File: src/rtl/shift_pkg.sv
// Shared constants and types for the multi-cycle shift unit.
package shift_pkg;

  localparam int WIDTH_DEF = 32;
  localparam int AMT_W_DEF = 5;

  typedef enum logic [1:0] {
    IDLE,
    SHIFT,
    DONE
  } state_t;

  localparam logic DIR_LEFT  = 1'b1;
  localparam logic DIR_RIGHT = 1'b0;

endpackage

File: src/rtl/shift_one_step.sv
// Combinational single-bit shift: left zero-fill, right logical or arithmetic.
module shift_one_step
  import shift_pkg::*;
#(
  parameter int WIDTH = WIDTH_DEF
) (
  input  logic [WIDTH-1:0] data_i,
  input  logic             left,
  input  logic             arith,
  output logic [WIDTH-1:0] data_o
);

  logic fill;

  always_comb begin
    fill = arith & data_i[WIDTH-1];
    if (left == DIR_LEFT)
      data_o = {data_i[WIDTH-2:0], 1'b0};
    else
      data_o = {fill, data_i[WIDTH-1:1]};
  end

endmodule

File: src/rtl/shift_sequencer.sv
// Execute-stage shifter applying one bit step per clock,
// with a one-cycle done pulse and a held result.
module shift_sequencer
  import shift_pkg::*;
#(
  parameter int WIDTH = WIDTH_DEF,
  parameter int AMT_W = AMT_W_DEF
) (
  input  logic             clk,
  input  logic             rst,
  input  logic             start,
  input  logic [WIDTH-1:0] operand,
  input  logic [AMT_W-1:0] shamt,
  input  logic             left,
  input  logic             arith,
  output logic             busy,
  output logic             done,
  output logic [WIDTH-1:0] result
);

  state_t           state_q, state_d;
  logic [WIDTH-1:0] data_q, data_d;
  logic [AMT_W-1:0] cnt_q, cnt_d;
  logic             left_q, left_d;
  logic             arith_q, arith_d;
  logic [WIDTH-1:0] result_q, result_d;
  logic             busy_q, busy_d;
  logic             done_q, done_d;
  logic [WIDTH-1:0] step_out;

  shift_one_step #(
    .WIDTH (WIDTH)
  ) u_step (
    .data_i (data_q),
    .left   (left_q),
    .arith  (arith_q),
    .data_o (step_out)
  );

  always_comb begin
    state_d  = state_q;
    data_d   = data_q;
    cnt_d    = cnt_q;
    left_d   = left_q;
    arith_d  = arith_q;
    result_d = result_q;
    busy_d   = busy_q;
    done_d   = 1'b0;
    unique case (state_q)
      IDLE: begin
        busy_d = 1'b0;
        if (start) begin
          data_d  = operand;
          cnt_d   = shamt;
          left_d  = left;
          arith_d = arith;
          busy_d  = 1'b1;
          if (shamt == '0) begin
            state_d  = DONE;
            result_d = operand;
            done_d   = 1'b1;
          end else begin
            state_d = SHIFT;
          end
        end
      end
      SHIFT: begin
        data_d = step_out;
        cnt_d  = cnt_q - AMT_W'(1);
        busy_d = 1'b1;
        // Last step lands in result so it is valid during DONE.
        if (cnt_q == AMT_W'(1)) begin
          state_d  = DONE;
          result_d = step_out;
          done_d   = 1'b1;
        end
      end
      DONE: begin
        state_d = IDLE;
        busy_d  = 1'b0;
      end
      default: begin
        state_d = IDLE;
        busy_d  = 1'b0;
      end
    endcase
  end

  always_ff @(posedge clk or posedge rst) begin
    if (rst) begin
      state_q  <= IDLE;
      data_q   <= '0;
      cnt_q    <= '0;
      left_q   <= 1'b0;
      arith_q  <= 1'b0;
      result_q <= '0;
      busy_q   <= 1'b0;
      done_q   <= 1'b0;
    end else begin
      state_q  <= state_d;
      data_q   <= data_d;
      cnt_q    <= cnt_d;
      left_q   <= left_d;
      arith_q  <= arith_d;
      result_q <= result_d;
      busy_q   <= busy_d;
      done_q   <= done_d;
    end
  end

  assign busy   = busy_q;
  assign done   = done_q;
  assign result = result_q;

endmodule

File: config.mk
export PLATFORM = sky130hd
export DESIGN_NAME = shift_sequencer
export DESIGN_NICKNAME = d
export VERILOG_FILES = /design/src/rtl/shift_pkg.sv /design/src/rtl/shift_one_step.sv /design/src/rtl/shift_sequencer.sv
export SDC_FILE = /design/constraint.sdc
export NUM_CORES = 1
export LEC_CHECK = 0
export ABC_CLOCK_PERIOD_IN_PS = 7340
export BUFFER_PORTS_ARGS = -buffer_cell sky130_fd_sc_hd__buf_2
export CORE_ASPECT_RATIO = 1.5
export CORE_MARGIN = 10
export CORE_UTILIZATION = 55
export CTS_CLUSTER_DIAMETER = 100
export DETAILED_ROUTE_END_ITERATION = 12
export GPL_ROUTABILITY_DRIVEN = 0
export PLACE_DENSITY_LB_ADDON = 0.05
export SLEW_MARGIN = 10
export SYNTH_ARGS = -nofsm -noshare
export SYNTH_HDL_FRONTEND = slang
export SYNTH_SLANG_ARGS = --single-unit
File: constraint.sdc
create_clock -name clk -period 7.34 [get_ports clk]
set_input_delay 1.468 -clock clk [delete_from_list [all_inputs] [get_ports clk]]
set_output_delay 1.468 -clock clk [all_outputs]
set_load 0.005 [all_outputs]
==> results.md, run 1 <==
* Power share of the combinational group at 0.379
* Mapped cell area at between 3000 and 4000 sq um
* Synth Area in Simple Gates at 0.0969
* Inst Count DP at approximately 500
* Max FO, Critical Path at 34
* RR Startpoint: cnt_q[0]$_DFFE_PP0P_
* Vias per std cell at between 5 and 6
* Setup crit end kind: flop
* Total track usage at 0.170
* Fraction of layout cells with a size suffix above 1 at 0.230
* Drt drc at 0
* Synth Register Bits at 75
* WP data arrival at approximately 3.4 ns
* Fin util at 0.664
* Final slew viol count at 0
* Initial antenna violation count at 0
* Largest net degree at the start of global routing at 76
* Setup TNS at 0 ns
* Mean post-synth cell area at about 9.4 sq um
* Required time of the critical path at approximately 7.6 ns
* Max_cap viols at 0
* Power share of the clock group at 0.192
* Final hold violations at 0
* Clock Tree Buf Depth at 2
* Slew HR at 0.207
* Setup crit start: start
* Crit start category: input port
* Clk Latency, worst-skew pair at 0.34 ns
* Synthesized net count at between 400 and 500
* PostCTS Resize Cnt at 0
* Worst reg-to-reg setup slack at 4.78 ns
* Final Power at 1.87 mW
* Hold path endpoint: data_q[0]$_DFFE_PP0P_
* Internal power at 1.15 mW
* CTS sink cnt at 75
* First-pass GRT wire length at ~14,000 microns
* Power per cell area at around 450 nW/um^2
* Drt initial violations at slightly above 200
* Fmax at approximately 0.31 GHz
* GRT Residual Overflow at 0
* Leading cell types in the layout, fill and taps excluded: o21ai_0, buf_2, dfrtp_1
* Final ANT Viol Nets at 0
* Maximum VDD drop at 0.000392 V
* Worst Max-Slew Pin Slew at approximately 1.2 ns
* Synth Area in Compound Gates at 0.223
* Leakage at 1.98 nW
* Largest family of logic cells by synthesized area: compound AO/OA/AOI/OAI gates
* Register clock-pin slew on the reported worst setup and hold paths at roughly 0.080 ns
* Routed wire length at ~8400 microns
* Finish-stage setup viols at 0
* Worst hold path cell count at 2
* Post-Synth Adder-Cell Area at 0.00707
* Sw power at approximately 0.72 mW
* IO Pins at 76
* Vias in the first global route at around 3,000
* Die ar. at 10,100 sq um
* Synth warn at 0
* Final WS setup at between 4 and 5 ns
* Part of the cycle the worst path needs at 0.433
* RSZ-0062 raised after global routing: no
* Post-synthesis mux area share at 0.0912
* Commonest non-fill, non-tap cell in the layout: o21ai_0
* Row count at 35
* Post-CTS Setup Bufs at 0
* Number of port buffers at between 70 and 80
* Area growth syn-to-layout at 16.8%
* Die width at roughly 85 microns
* Dpl hpwl at about 5800 microns
* Post-DR wirelength/cell at between 15 and 20 microns
* Fin cells at ~520
* XOR/XNOR share of the synthesized area at 0
* Fin crit period at 3.18 ns
* Root Buffer: clkbuf_8
* Antenna diode instance count at 0
* Area of the core at approximately 6200 sq um
* Placement Cell Area at approximately 3900 sq um
* 1st-pass router iterations at 4
* Register area share after synthesis at 0.530
* Initial core utilization at 0.569
* Worst min-delay path class: reg2reg
* Reg power frac at 0.430
* Syn Inst Count at between 300 and 400
* Hold Worst Slack at between 0.5 and 0.6 ns
* Die outline height at 118 microns
* Layout Skew at 0.00831 ns
* Via count at 2,910
* Sw Ratio at 0.386
* Outcome: finished, final reports clean
* Number of distinct library cells after synthesis at 30
* Critical path class: in2reg
* TritonCTS buffer count at 9
* CTS tree: done
* R2r worst-path depth at 5
* Post-place setup slack at about 3.8 ns
* Hold path start: data_q[0]$_DFFE_PP0P_
* Finished Cell Area at 4130 sq um
* H-tree level count at 3
* R2R Path End: result[22]$_DFFE_PP0P_
* Cts hold-fix bufs at 0
* Nets at 482
==> cell type report <==
cell class	count	area [sq um]
fillers	529	2090
flip-flops and latches	75	1880
multi-input cells	265	1500
repair buffers	79	405
clock buffers	12	155
well taps	74	92.6
clock inverters	4	72.6
inverters	8	30.0
==> critical path, stage by stage <==
cell      delay [ns]
buf_2           0.16
or4b_4          0.48
o2bb2a_4        0.32
or2_1           0.67
o21ai_0         0.32
==> metal layers <==
metal | track usage | vias to the layer above | wire (microns)
li1 | - | 1438 | -
met1 | 0.207 | 1407 | 3560
met2 | 0.278 | 57 | 4310
met3 | 0.0515 | 8 | 456
met4 | 0.0558 | 0 | 87
met5 | 0 | - | 0
==> Yosys cell counts <==
| library cell | count | area share |
|---|---|---|
| inv_1 | 8 | 0.0085 |
| nor4b_1 | 1 | 0.0025 |
| a21oi_1 | 8 | 0.011 |
| o21ai_0 | 103 | 0.15 |
| nor3b_1 | 1 | 0.0021 |
| o22a_1 | 1 | 0.0025 |
| mux2_2 | 2 | 0.0064 |
| o21ai_1 | 29 | 0.041 |
| dfrtp_1 | 75 | 0.53 |
| nand3_1 | 1 | 0.0014 |
| o22ai_1 | 4 | 0.0071 |
| o211ai_1 | 1 | 0.0021 |
| nand2_1 | 66 | 0.070 |
| mux2i_1 | 30 | 0.085 |
| ha_1 | 2 | 0.0071 |
| buf_6 | 5 | 0.016 |
| nand2b_1 | 2 | 0.0035 |
| buf_2 | 2 | 0.0028 |
| nor2b_1 | 1 | 0.0018 |
| o311ai_0 | 1 | 0.0025 |
| buf_1 | 2 | 0.0021 |
| a32oi_1 | 1 | 0.0025 |
| or2b_1 | 1 | 0.0021 |
| a2bb2oi_1 | 1 | 0.0025 |
| or4b_4 | 1 | 0.0039 |
| or2_1 | 1 | 0.0018 |
| nor2_1 | 4 | 0.0042 |
| o2bb2a_4 | 1 | 0.0057 |
| clkbuf_1 | 21 | 0.022 |
| or3_1 | 2 | 0.0035 |
==> state kept, by name (all words and copies together) (netlist names) <==
name / flops
data_q: 32
cnt_q: 5
left_q: 1
state_q: 2
busy: 1
arith_q: 1
result: 32
done: 1
==> how the worst max path moves through the flow <==
stage                             endpoint  depth (start not counted)  slack [ns]
global route        result[23]$_DFFE_PP0P_                          5        3.97
finish              result[22]$_DFFE_PP0P_                          5        4.16
detailed placement  result[22]$_DFFE_PP0P_                          5        3.79
CTS                 result[22]$_DFFE_PP0P_                          5        4.17
floorplan              arith_q$_DFFE_PP0P_                          1        3.96
global placement    result[22]$_DFFE_PP0P_                          5        3.86
==> cells by family after synthesis <==
logic type,after synthesis
compound gates,150
flops,75
fa+ha+maj,2
buf+inv,38
simple gates,81
mux,32
==> power groups by stage <==
stage	combinational (mW)	clock, mW	sequential, mW
after CTS	0.725	0.364	0.805
after global routing	0.831	0.381	0.835
after detailed placement	0.723	0	0.812
after global placement	0.699	0	0.809
after floorplan	0.551	0	0.730
final	0.708	0.358	0.803
Note: power is estimated with default switching activity, not from simulation.
==> run 2, diff against run 1 <==
--- a/config.mk
+++ b/config.mk
@@ -5,11 +5,12 @@
 export SDC_FILE = /design/constraint.sdc
 export NUM_CORES = 1
 export LEC_CHECK = 0
-export ABC_CLOCK_PERIOD_IN_PS = 7340
+export ABC_AREA = 1
+export ABC_CLOCK_PERIOD_IN_PS = 2700
 export BUFFER_PORTS_ARGS = -buffer_cell sky130_fd_sc_hd__buf_2
 export CORE_ASPECT_RATIO = 1.5
 export CORE_MARGIN = 10
-export CORE_UTILIZATION = 55
+export CORE_UTILIZATION = 50
 export CTS_CLUSTER_DIAMETER = 100
 export DETAILED_ROUTE_END_ITERATION = 12
 export GPL_ROUTABILITY_DRIVEN = 0
==> constraint.sdc (replaced) <==
create_clock -name clk -period 2.7 [get_ports clk]
set_input_delay 0.54 -clock clk [delete_from_list [all_inputs] [get_ports clk]]
set_output_delay 0.54 -clock clk [all_outputs]
set_load 0.005 [all_outputs]
==> run 2 against run 1 <==
Flip-flop and latch count unchanged. Register-to-register slack worse by 3.9 ns. Worst hold slack worse by 0.23 ns. Sequential power rose to 2.5 times the previous value. Total power grew to 2.8 times the previous value. Clock-buffer cell count increased by 3. Routed wire length is 7.5% higher. Global-route usage down 0.89 points. Non-clock buffer count is 4 higher. Largest power group is now combinational cells. Via count rose by 17%. Worst setup slack got worse by 3.3 ns.
==> results.md, run 2 <==
* Finished Cell Area at 4380 sq um
* Setup TNS at 0 ns
* Post-synth EDFFs at 0
* Syn Inst Count at roughly 520
* Max_cap viols at 0
* Die outline height at around 130 microns
* Area of the core at between 7000 and 8000 sq um
* Worst min-delay path class: in2async
* Drt initial violations at around 140
* Final WS setup at between 0.8 and 0.9 ns
* Synth Register Bits at between 70 and 80
* Placement Cell Area at approximately 4200 sq um
* Initial core utilization at 0.515
* GRT Residual Overflow at 0
* Register area share after synthesis at 0.501
* RSZ-0062 raised after global routing: no
* Outcome: finished, final reports clean
* H-tree level count at 3
* Critical Path Max Stage Delay at between 0.4 and 0.5 ns
* First-pass GRT wire length at about 15,000 microns
* Fin crit period at about 1.9 ns
* Number of port buffers at 75
* Synth top area share at 0.501
* Largest net degree at the start of global routing at 43
* Total track usage at 0.161
* Register clock-pin slew on the reported worst setup and hold paths at around 0.070 ns
* Crit path max-delay family: simple AND/OR/NAND/NOR gates
* Asr flop ratio synth at 1.00
* Final hold violations at 0
* Antenna diode instance count at 0
* Slew HR at 0.525
* Post-DR wirelength/cell at between 10 and 15 microns
* Fin cells at ~690
* Critical path class: reg2reg
* Top post-synthesis cells by count: nand2_1, dfrtp_1, nor2_1, a31oi_1, buf_2
* Leading cell types in the layout, fill and taps excluded: nand2_1, dfrtp_1, buf_2
* Max FO, Critical Path at 40
* Slowest cell on the critical path: nand2_2
* Vias in the first global route at ~3,400
* Synthesized net count at about 560
* Crit start category: flop
* Count of buffer and inverter cells on the critical path at 1
* Finish-stage setup viols at 0
* Inst Count DP at around 680
* Initial antenna violation count at 0
* Vias per std cell at slightly below 5
* Power per cell area at around 1200 nW/um^2
* Area growth syn-to-layout at 16.9%
* Row count at 38
* Die width at ~91 microns
* Fraction of layout cells with a size suffix above 1 at 0.178
* Routed wire length at ~9000 microns
* Hold Worst Slack at around 0.27 ns
* Mapped cell area at between 3000 and 4000 sq um
* Post-place setup slack at 0.830 ns
* Required time of the critical path at ~2.9 ns
* Setup crit end kind: flop
* PostCTS Resize Cnt at 0
* Fmax at ~0.54 GHz
* Dpl hpwl at between 6000 and 7000 microns
* Nets at 630
* CTS tree: done
* Layout Skew at between 0.005 and 0.006 ns
* WP data arrival at 2.11 ns
* Final slew viol count at 0
* Worst Max-Slew Pin Slew at slightly above 0.7 ns
* Clk Latency, worst-skew pair at between 0.3 and 0.4 ns
* Drt drc at 0
* Area contributors post-synth: dfrtp_1, nand2_1, a31oi_1, nor2_1, buf_2
* Mean post-synth cell area at 7.22 sq um
* Fin util at 0.602
* Final ANT Viol Nets at 0
* Maximum VDD drop at 0.000837 V
* Number of distinct library cells after synthesis at 23
* Die ar. at between 10,000 and 15,000 sq um
* CTS sink cnt at 75
* Main flop type after synthesis: dfrtp_1
* TritonCTS buffer count at 9
* Top-count cell post-synth: nand2_1
* Root Buffer: clkbuf_8
* Fill count at approximately 720
* 1st-pass router iterations at 4
* Post-CTS Setup Bufs at 0
* IO Pins at 76
* Via count at between 3,000 and 4,000
* Final Power at 5.20 mW
* Commonest non-fill, non-tap cell in the layout: nand2_1
* Leakage at around 2.6 nW
* Cts hold-fix bufs at 0
* Part of the cycle the worst path needs at 0.692
* CP Cell Sequence: nand2_4, nand2_2, buf_12, o21ai_0, nor2_1
* Post-synth top area cell: dfrtp_1
* Clock Tree Buf Depth at 2
* Synth warn at 0
run 2: path summary, 6_finish.rpt:
check,from,end,slack (ns),cells after the start
setup / recovery,state_q[0]$_DFFE_PP0P_,cnt_q[1]$_DFFE_PP0P_,0.83,5
hold reg to reg,result[7]$_DFFE_PP0P_,result[7]$_DFFE_PP0P_,0.47,2
hold / removal,rst,data_q[6]$_DFFE_PP0P_,0.27,2
max in group asynchronous,rst,result[15]$_DFFE_PP0P_,1.70,3
setup reg to reg,state_q[0]$_DFFE_PP0P_,cnt_q[1]$_DFFE_PP0P_,0.83,5
min in group clk,arith,arith_q$_DFFE_PP0P_,0.38,3
run 2: area by class of cell:
class,instances,area (sq um),area share
Tap cell,100,125,0.0286
Clock buffer,15,186,0.0426
Multi-Input combinational cell,403,1670,0.381
Inverter,14,53.8,0.0123
Sequential cell,75,1880,0.429
Timing Repair Buffer,83,460,0.105
Clock inverter,1,5.00,0.00114
run 2: report_power, final:
| part | switching, mW | total, mW | leakage, nW | internal [mW] |
|---|---|---|---|---|
| clock network | 0.401 | 0.835 | 0.0997 | 0.434 |
| registers | 0.339 | 2.01 | 0.953 | 1.67 |
| logic | 1.49 | 2.36 | 1.52 | 0.874 |
| total | 2.23 | 5.20 | 2.57 | 2.98 |
run 2: cells by family (layout without fill, tap and decap cells):
group                    after synthesis  in the layout  share of synthesized area
AO/OA/AOI/OAI                         44             44                     0.0738
adder cells (fa/ha/maj)                2              2                    0.00668
buffers and inverters                 41            113                     0.0538
flip-flops                            75             75                      0.501
AND/OR/NAND/NOR                      357            357                      0.365
run 2: routing by layer:
layer  part of all wire  global-route usage  up-vias
met5                  0                   0        -
met4              0.012              0.0733        0
met3              0.050              0.0404        6
met2               0.50               0.278       75
met1               0.44               0.183     1577
li1                   -                   -     1761
==> run 3, diff against run 2 <==
--- a/config.mk
+++ b/config.mk
@@ -6,11 +6,11 @@
 export NUM_CORES = 1
 export LEC_CHECK = 0
 export ABC_AREA = 1
-export ABC_CLOCK_PERIOD_IN_PS = 2700
+export ABC_CLOCK_PERIOD_IN_PS = 1900
 export BUFFER_PORTS_ARGS = -buffer_cell sky130_fd_sc_hd__buf_2
 export CORE_ASPECT_RATIO = 1.5
 export CORE_MARGIN = 10
-export CORE_UTILIZATION = 50
+export CORE_UTILIZATION = 55
 export CTS_CLUSTER_DIAMETER = 100
 export DETAILED_ROUTE_END_ITERATION = 12
 export GPL_ROUTABILITY_DRIVEN = 0
==> constraint.sdc (replaced) <==
create_clock -name clk -period 1.9 [get_ports clk]
set_input_delay 0.38 -clock clk [delete_from_list [all_inputs] [get_ports clk]]
set_output_delay 0.38 -clock clk [all_outputs]
set_load 0.005 [all_outputs]
==> run 3 against run 2 <==
Non-clock buffer count increased by 4. Final cell count fell by 2.7%. Clock skew hardly changed. Clock-buffer cell count down 4. Critical path type unchanged. Highest routed layer unchanged.
==> results.md, run 3 (synthesis gave the netlist of run 2 again) <==
* Outcome: finished, final reports clean
* Commonest non-fill, non-tap cell in the layout: nand2_1
* Clock Tree Buf Depth at 2
* Most used cell along the critical path: nand2_1
* Final ANT Viol Nets at 0
* Number of port buffers at 75
* IO Pins at 76
* Maximum VDD drop at around 0.0010 V
* 1st-pass router iterations at 4
* Fin crit period at 1.71 ns
* Crit start category: flop
* Drt initial violations at around 160
* Slowest cell on the critical path: o21ai_2
* H-tree level count at 3
* Via count at about 3,500
* Max_cap viols at 0
* Post-DR wirelength/cell at approximately 14 microns
* Max FO, Critical Path at 16
* CTS sink cnt at 75
* Root Buffer: clkbuf_8
* Critical path class: reg2reg
* Cts hold-fix bufs at 0
* Die outline height at 121 microns
* Hold Worst Slack at 0.155 ns
* Vias in the first global route at around 3,500
* Area growth syn-to-layout at 17.4%
* Total track usage at 0.179
* Final slew viol count at 0
* Setup crit end kind: flop
* CP Cell Sequence: nor2_1, nand2_2, o21ai_2, nand2_1, nand2_1
* Fmax at around 0.58 GHz
* Finish-stage setup viols at 0
* Register Area at between 1500 and 2000 sq um
* Critical Path Max Stage Delay at 0.68 ns
* GRT Residual Overflow at 0
* Clk Latency, worst-skew pair at between 0.3 and 0.4 ns
* Leakage at between 2 and 3 nW
* Initial core utilization at 0.569
* Power per cell area at about 1700 nW/um^2
* CTS tree: done
* Initial antenna violation count at 0
* Final hold violations at 0
* Post-CTS Setup Bufs at 0
* Fill count at ~600
* Setup TNS at 0 ns
* Area of the core at 6580 sq um
* RSZ-0062 raised after global routing: no
* First-pass GRT wire length at around 16,000 microns
* Worst Max-Slew Pin Slew at approximately 0.83 ns
* PostCTS Resize Cnt at 0
* Drt drc at 0
* Worst min-delay path class: in2async
* Fraction of layout cells with a size suffix above 1 at 0.188
* Required time of the critical path at 2.20 ns
* Row count at 36
* Area of the multi-input gates at about 1700 sq um
* Leading cell types in the layout, fill and taps excluded: nand2_1, dfrtp_1, buf_2
* Routed wire length at approximately 9300 microns
* Dpl hpwl at ~6400 microns
* Final Power at 7.67 mW
* Die ar. at ~11,000 sq um
* TritonCTS buffer count at 9
* WP data arrival at approximately 2.0 ns
* Vias per std cell at between 5 and 6
* Die width at 87.4 microns
* Layout Skew at 0.00509 ns
* Nets at between 600 and 700
* Part of the cycle the worst path needs at 0.902
* Antenna diode instance count at 0
* Slew HR at 0.446
* Largest net degree at the start of global routing at 40
* Register clock-pin slew on the reported worst setup and hold paths at roughly 0.07 ns
-- run 3: cell types whose count changed in the layout (fill, tap and decap cells not counted), sizes merged --
| cell | delta |
|---|---|
| clkinv | +1 |
| clkbuf | -4 |
| clkinvlp | +1 |
| buf | +4 |
| o21ai | +1 |
| bufinv | +2 |
-- run 3: power by group --
group	total, mW	switching, mW	internal, mW
Combinational	3.43	2.15	1.28
Clock	1.39	0.588	0.804
Sequential	2.86	0.485	2.37
-- run 3: path summary, 6_finish.rpt --
| check | endpoint | cells after the start | slack [ns] | start |
|---|---|---|---|---|
| max | result[5]$_DFFE_PP0P_ | 5 | 0.19 | state_q[0]$_DFFE_PP0P_ |
| min | result[6]$_DFFE_PP0P_ | 3 | 0.15 | rst |
| max reg2reg | result[5]$_DFFE_PP0P_ | 5 | 0.19 | state_q[0]$_DFFE_PP0P_ |
| min reg2reg | result[5]$_DFFE_PP0P_ | 2 | 0.46 | result[5]$_DFFE_PP0P_ |
| max in group asynchronous | data_q[21]$_DFFE_PP0P_ | 3 | 1.37 | rst |
| min in group clk | arith_q$_DFFE_PP0P_ | 3 | 0.23 | arith |
-- run 3: final cells by class --
type                    count  area share
clock inverters             5      0.0171
repair buffers             87       0.106
inverters                  14      0.0128
clock buffers              11      0.0344
well taps                  76      0.0216
multi-input cells         404       0.382
flip-flops and latches     75       0.427
-- run 3: worst max-delay path, delay by kind of cell, from the launching register on --
| kind | cells | cell delay [ns] |
|---|---|---|
| simple gates | 4 | 0.56 |
| compound gates | 1 | 0.68 |
| flops | 1 | 0.41 |
-- run 3: metrics by stage --
step | area (sq um) | worst slack (ns) | utilization | instances
4_1_cts | 4390 | 0.114 | 0.667 | 671
3_3_place_gp | 4160 | 0.0971 | 0.633 | 655
6_report | 4400 | 0.185 | 0.669 | 672
3_5_place_dp | 4160 | 0.0150 | 0.633 | 655
5_1_grt | 4400 | 0.0425 | 0.669 | 672
2_1_floorplan | 3750 | 0.496 | - | 519
-- run 3: routing by layer --
metal  routed length [microns]  GRT usage  part of all wire  up-vias
met2                      4730      0.303              0.51       71
met4                       142     0.0670             0.015        0
li1                          -          -                 -     1764
met5                         0          0                 0        -
met1                      3840      0.202              0.41     1612
met3                       548     0.0598             0.059       10
